## src/rtl/db15_shift_responder_if.sv

```systemverilog
// DB15 serial joystick link bundle: button words, receiver-driven JOY_CLK / JOY_LOAD,
// and the responder's JOY_DATA plus status outputs.
//   master : receiver / stimulus side (drives buttons, joy_clk, joy_load)
//   slave  : responder side (drives joy_data, busy, frame_done, timeout_err, frame_count)
interface db15_shift_responder_if;
   logic [15:0] joy1_in;      // player 1 buttons, active-high, FEDCBAUDLR
   logic [15:0] joy2_in;      // player 2 buttons, same layout
   logic        joy_clk;      // serial clock from receiver, asynchronous
   logic        joy_load;     // parallel load, active-low, asynchronous
   logic        joy_data;     // serial data, active-low (pressed = 0)
   logic        busy;         // high in LOADED or SHIFTING
   logic        frame_done;   // one-cycle pulse after the last shift
   logic        timeout_err;  // one-cycle pulse when a frame is abandoned
   logic [7:0]  frame_count;  // completed frames, wrapping

   modport master (
      output joy1_in, joy2_in, joy_clk, joy_load,
      input  joy_data, busy, frame_done, timeout_err, frame_count
   );

   modport slave (
      input  joy1_in, joy2_in, joy_clk, joy_load,
      output joy_data, busy, frame_done, timeout_err, frame_count
   );
endinterface

```

## src/rtl/db15_shift_responder.sv

```systemverilog
// Responder end of the DB15 JOY_CLK / JOY_LOAD / JOY_DATA serial joystick link. Emulates the
// 74HC165 parallel-in/serial-out chain: snapshots {joy2_in, joy1_in} while load is asserted,
// then presents one bit per rising joy_clk, LSB (joy1_in[0]) first.
// Ports:
//   clk   : system clock (clk_sys domain)
//   reset : asynchronous, active-high reset
//   bus   : db15_shift_responder_if.slave (buttons, joy_clk, joy_load in; joy_data and
//           status out)
module db15_shift_responder #(
   parameter int unsigned NBITS       = 32,     // bits per frame, two 16-bit words
   parameter int unsigned TIMEOUT     = 65535,  // idle clks in SHIFTING before abandoning
   parameter int unsigned SYNC_STAGES = 2       // synchroniser depth, at least 2
) (
   input logic                   clk,
   input logic                   reset,
   db15_shift_responder_if.slave bus
);

   typedef enum logic [1:0] {StIdle, StLoaded, StShifting, StDone} state_t;

   localparam logic [5:0]  LastBit  = 6'(NBITS - 1);
   localparam logic [15:0] LastTick = 16'(TIMEOUT - 1);

   logic [SYNC_STAGES-1:0] clk_sync;
   logic [SYNC_STAGES-1:0] load_sync;
   logic                   hist_clk;
   logic                   clk_rise;
   logic                   load_act;

   state_t                 state;
   logic [NBITS-1:0]       shift_reg;
   logic [5:0]             bit_cnt;
   logic [15:0]            tcnt;
   logic                   frame_done;
   logic                   timeout_err;
   logic [7:0]             frame_count;

   // Receiver pins are asynchronous; joy_load idles high so its chain resets to 1.
   always_ff @(posedge clk or posedge reset) begin
      if (reset) begin
         clk_sync  <= '0;
         load_sync <= '1;
         hist_clk  <= 1'b0;
      end else begin
         clk_sync  <= {clk_sync[SYNC_STAGES-2:0], bus.joy_clk};
         load_sync <= {load_sync[SYNC_STAGES-2:0], bus.joy_load};
         hist_clk  <= clk_sync[SYNC_STAGES-1];
      end
   end

   assign clk_rise = clk_sync[SYNC_STAGES-1] & ~hist_clk;
   assign load_act = ~load_sync[SYNC_STAGES-1];

   always_ff @(posedge clk or posedge reset) begin
      if (reset) begin
         state       <= StIdle;
         shift_reg   <= '0;
         bit_cnt     <= '0;
         tcnt        <= '0;
         frame_done  <= 1'b0;
         timeout_err <= 1'b0;
         frame_count <= '0;
      end else begin
         frame_done  <= 1'b0;
         timeout_err <= 1'b0;
         // Load is level-sensitive and overrides everything, including a coincident clk_rise.
         if (load_act) begin
            shift_reg <= {bus.joy2_in, bus.joy1_in};
            bit_cnt   <= '0;
            tcnt      <= '0;
            state     <= StLoaded;
         end else begin
            unique case (state)
               StIdle: begin
               end
               StLoaded, StShifting: begin
                  if (clk_rise) begin
                     shift_reg <= {1'b0, shift_reg[NBITS-1:1]};
                     bit_cnt   <= bit_cnt + 6'd1;
                     tcnt      <= '0;
                     if (bit_cnt == LastBit) begin
                        frame_done  <= 1'b1;
                        frame_count <= frame_count + 8'd1;
                        state       <= StDone;
                     end else begin
                        state <= StShifting;
                     end
                  end else if (tcnt == LastTick) begin
                     // Receiver went quiet: drop the frame and idle with joy_data released.
                     shift_reg   <= '0;
                     tcnt        <= '0;
                     timeout_err <= 1'b1;
                     state       <= StIdle;
                  end else begin
                     state <= StShifting;
                     if (tcnt != 16'hFFFF) begin
                        tcnt <= tcnt + 16'd1;
                     end
                  end
               end
               StDone: begin
               end
            endcase
         end
      end
   end

   // shift_reg is all-zero outside a frame, so the line idles released (1).
   assign bus.joy_data    = ~shift_reg[0];
   assign bus.busy        = (state == StLoaded) || (state == StShifting);
   assign bus.frame_done  = frame_done;
   assign bus.timeout_err = timeout_err;
   assign bus.frame_count = frame_count;

endmodule
```

## src/flat_wrapper.sv

```systemverilog
// flat-port wrapper written by rule: the top's interface ports become plain ports
module db15_shift_responder_flat 
#(
   parameter int unsigned NBITS       = 32,                                        
   parameter int unsigned TIMEOUT     = 65535,                                            
   parameter int unsigned SYNC_STAGES = 2                                        
)
  (clk, reset, bus_joy1_in, bus_joy2_in, bus_joy_clk, bus_joy_load, bus_joy_data, bus_busy, bus_frame_done, bus_timeout_err, bus_frame_count);
  db15_shift_responder_if bus_i ();
  input logic clk;
  input logic reset;
  input wire logic [$bits(bus_i.joy1_in)-1:0] bus_joy1_in;
  input wire logic [$bits(bus_i.joy2_in)-1:0] bus_joy2_in;
  input wire logic [$bits(bus_i.joy_clk)-1:0] bus_joy_clk;
  input wire logic [$bits(bus_i.joy_load)-1:0] bus_joy_load;
  output wire logic [$bits(bus_i.joy_data)-1:0] bus_joy_data;
  output wire logic [$bits(bus_i.busy)-1:0] bus_busy;
  output wire logic [$bits(bus_i.frame_done)-1:0] bus_frame_done;
  output wire logic [$bits(bus_i.timeout_err)-1:0] bus_timeout_err;
  output wire logic [$bits(bus_i.frame_count)-1:0] bus_frame_count;
  assign bus_i.joy1_in = bus_joy1_in;
  assign bus_i.joy2_in = bus_joy2_in;
  assign bus_i.joy_clk = bus_joy_clk;
  assign bus_i.joy_load = bus_joy_load;
  assign bus_joy_data = bus_i.joy_data;
  assign bus_busy = bus_i.busy;
  assign bus_frame_done = bus_i.frame_done;
  assign bus_timeout_err = bus_i.timeout_err;
  assign bus_frame_count = bus_i.frame_count;
  db15_shift_responder #(.NBITS(NBITS), .TIMEOUT(TIMEOUT), .SYNC_STAGES(SYNC_STAGES)) u_core (.clk(clk), .reset(reset), .bus(bus_i));
endmodule
```

## config.mk

```make
export PLATFORM = sky130hd
export DESIGN_NAME = db15_shift_responder_flat
export DESIGN_NICKNAME = d
export VERILOG_FILES = /design/src/rtl/db15_shift_responder_if.sv /design/src/rtl/db15_shift_responder.sv /design/src/flat_wrapper.sv
export SDC_FILE = /design/constraint.sdc
export NUM_CORES = 1
export LEC_CHECK = 0
export ABC_AREA = 0
export CORE_ASPECT_RATIO = 1.2
export CORE_MARGIN = 2
export CORE_UTILIZATION = 45
export DETAILED_ROUTE_END_ITERATION = 7
export PLACE_DENSITY = 0.68
export SETUP_SLACK_MARGIN = 0.05
export SLEW_MARGIN = 30
export SYNTH_ARGS = -nofsm -noshare
export SYNTH_HDL_FRONTEND = slang
export SYNTH_SLANG_ARGS = --single-unit
```

## constraint.sdc

```tcl
create_clock -name clk -period 3 [get_ports clk]
set_input_delay 0.9 -clock clk [delete_from_list [all_inputs] [get_ports clk]]
set_output_delay 0.9 -clock clk [all_outputs]
set_load 0.005 [all_outputs]
```

==> run metrics <==
status completed; worst-skew pair later-pin latency between 300 and 400 ps; multi-input logic area about 1600 um^2; crit path DAT between 1500 and 2000 ps; Max Freq ~370 MHz; mux cell area share after synthesis between 10% and 20%; CP startpoint u_core.state[0]$_DFFE_PP0P_; Synth Flop Type dfrtp_1; CP bufs+invs 2; post-synthesis adder-cell area fraction 1.73%; post-CTS sizing 0; Area Growth Syn to Fin 22.4%; commonest non-fill, non-tap cell in the layout dfrtp_1; Post-Syn Nets ~340; Placed Cells about 430; reg-to-reg critical path startpoint u_core.tcnt[8]$_DFFE_PP0P_; RSZ-0062 raised after global routing no; clock-pin slew of the registers on the worst-case setup and hold paths ~70 ps; max_cap viols 0; FF+latch count, synth between 70 and 80; gpl congestion 0.878; Tcrit/Tclk final slightly above 90%; CTS tree built; IO Pins 48; max reg flops 32; CP endpoint kind output port; largest net degree at the start of global routing 72; die area ~8400 um^2; vias in the first global route approximately 2700; DRT Wirelength around 7 mm; via count 2643; Pre-antenna DRT Iters 4; Vias/cell about 5.9; Die Span Y around 100 um; global-route usage over all layers 18.4%; crit path max fanout 9; Diodes inserted 0; CP Launch Type register; share of post-route cells with drive strength above 1 a little under a fifth; Seq/Total Area, Yosys between 50% and 60%; Crit-path slowest cell clkdlybuf4s50_1; Tmin final ~2700 ps; Compound-Gate Fraction of Synth Area between 10% and 20%; Rows 35; Worst Max-Slew Pin Slew approximately 740 ps; ys async rst share between 90% and 100%; initial antenna violation count 0; family with the most delay on the worst path buffers and inverters; Synth cell types 54; # fillers slightly below 700; Syn Inst Count 301; number of enable flip-flop cells after synthesis 0; CTS root buf clkbuf_8; post-synthesis simple-gate area fraction between 10 and 15%; peak supply drop 0.378 mV; global route overflow 0; Horiz. Die Dim 84.2 um; number of DRC markers in iteration 0 around 150; post-CTS setup buffers 0; Avg Cell Area, Syn between 10 and 15 um^2; CTS hold repair buffers 0; FF/Latch Area 1780 um^2; global-route wire length before repair ~12 mm; Leak Pwr around 1.8 nW; Nets between 300 and 400; max incr delay on CP 480 ps; Worst Path Required about 2100 ps; highest-count cells in the layout ignoring fill and taps 69 x dfrtp_1, 47 x clkdlybuf4s50_1, 30 x a22o_1; warnings from Yosys 0; H-tree depth 3; CTS Buffer Depth 2; post-route ant nets 0; Routed WL per cell between 15 and 20 um; TritonCTS Buffers 9; combinational family with the most area after synthesis compound AO/OA/AOI/OAI gates; post-route setup TNS 0 ps; Final Max Tran Viols 0; Buffers on Ports between 40 and 50; CP Class register to output port; core area approximately 7600 um^2; Worst Skew about 10 ps; slew margin rel. between 50% and 60%; final setup vio count 0; Non-Filler Instances 447; critical-path cell list xnor2_2 > inv_1 > clkdlybuf4s50_1; synthesized area between 3000 and 4000 um^2; hold_sp u_core.load_sync[0]$_DFF_PP1_; worst hold path type register to register; HPWL Detailed 4.81 mm; Sink Count between 70 and 80; power per cell area 501 nW/um^2; Hold Vio Cnt, Final 0; XOR/XNOR Fraction of Synth Area 2.23%; Starting Density a little under half; drt drc 0
==> cells by family after synthesis <==
| logic type | Yosys count |
|---|---|
| compound gates | 85 |
| flops | 71 |
| mux | 32 |
| buf+inv | 26 |
| xor+xnor | 8 |
| simple gates | 74 |
| fa+ha+maj | 5 |
==> routing by layer <==
| layer | track usage [%] | part of all wire, % | up-vias |
|---|---|---|---|
| met5 | 0 | 0 | - |
| met4 | 9.18 | 2.1 | 0 |
| met3 | 3.62 | 2.7 | 13 |
| met2 | 30.6 | 51 | 47 |
| met1 | 22.9 | 44 | 1323 |
| li1 | - | - | 1260 |
==> path summary, 6_finish.rpt <==
path / end / slack, ps / cells past startpoint
min: u_core.load_sync[1]$_DFF_PP1_ / 360 / 0
max in group asynchronous: u_core.load_sync[1]$_DFF_PP1_ / 1720 / 3
max: bus_busy / 280 / 3
min in group asynchronous: u_core.tcnt[0]$_DFFE_PP0P_ / 940 / 3
min reg2reg: u_core.load_sync[1]$_DFF_PP1_ / 360 / 0
max reg2reg: u_core.shift_reg[1]$_DFFE_PP0P_ / 690 / 5
==> worst reg2reg max path, delay by kind of cell, from the launching register on <==
kind	cells	cell delay [ps]
AOI/OAI and AO/OA	1	250
and+or+nand+nor	2	840
buffers and inverters	1	230
DFF	1	500
muxes	1	380
==> synth_stat cells, types with 3 or more instances <==
cell / instances / area (um^2)
inv_1: 10 / 37.5
dfrtp_1: 69 / 1730
nor2_1: 7 / 26.3
a21oi_1: 20 / 100
mux2_2: 29 / 327
ha_1: 4 / 50.1
o41ai_1: 3 / 26.3
o21ai_0: 8 / 40.0
nand3_1: 9 / 45.0
nor3_1: 6 / 30.0
or4_1: 7 / 52.6
nand4_1: 4 / 25.0
xnor2_1: 4 / 35.0
or3_1: 5 / 31.3
a22o_1: 30 / 263
xor2_1: 3 / 26.3
nor4_1: 5 / 31.3
clkbuf_1: 9 / 33.8
nand2_1: 14 / 52.6
o31ai_1: 8 / 60.1
==> area by class of cell <==
| type | instances | area share, % |
|---|---|---|
| flip-flops and latches | 71 | 41.8 |
| multi-input cells | 204 | 36.8 |
| repair buffers | 54 | 13.2 |
| clock buffers | 9 | 2.91 |
| well taps | 92 | 2.71 |
| clock inverters | 7 | 1.71 |
| inverters | 10 | 0.882 |
==> stage by stage <==
step	cell area [um^2]	utilization, %	hold WS, ps	setup slack [ps]	power, mW
4_1_cts	4260	56.2	360	271	2.16
6_report	4260	56.2	359	280	2.13
3_3_place_gp	4060	53.6	332	691	1.39
5_1_grt	4260	56.2	361	158	2.24
2_1_floorplan	3480	-	331	307	1.29
3_5_place_dp	4060	53.6	350	649	1.40
==> power by group <==
| part | leakage (nW) | internal [mW] | switching (mW) |
|---|---|---|---|
| Clock | 0.0956 | 0.385 | 0.370 |
| Combinational | 0.738 | 0.164 | 0.121 |
| Sequential | 0.931 | 1.04 | 0.0525 |
No activity file was read; power rests on OpenSTA's default activity.
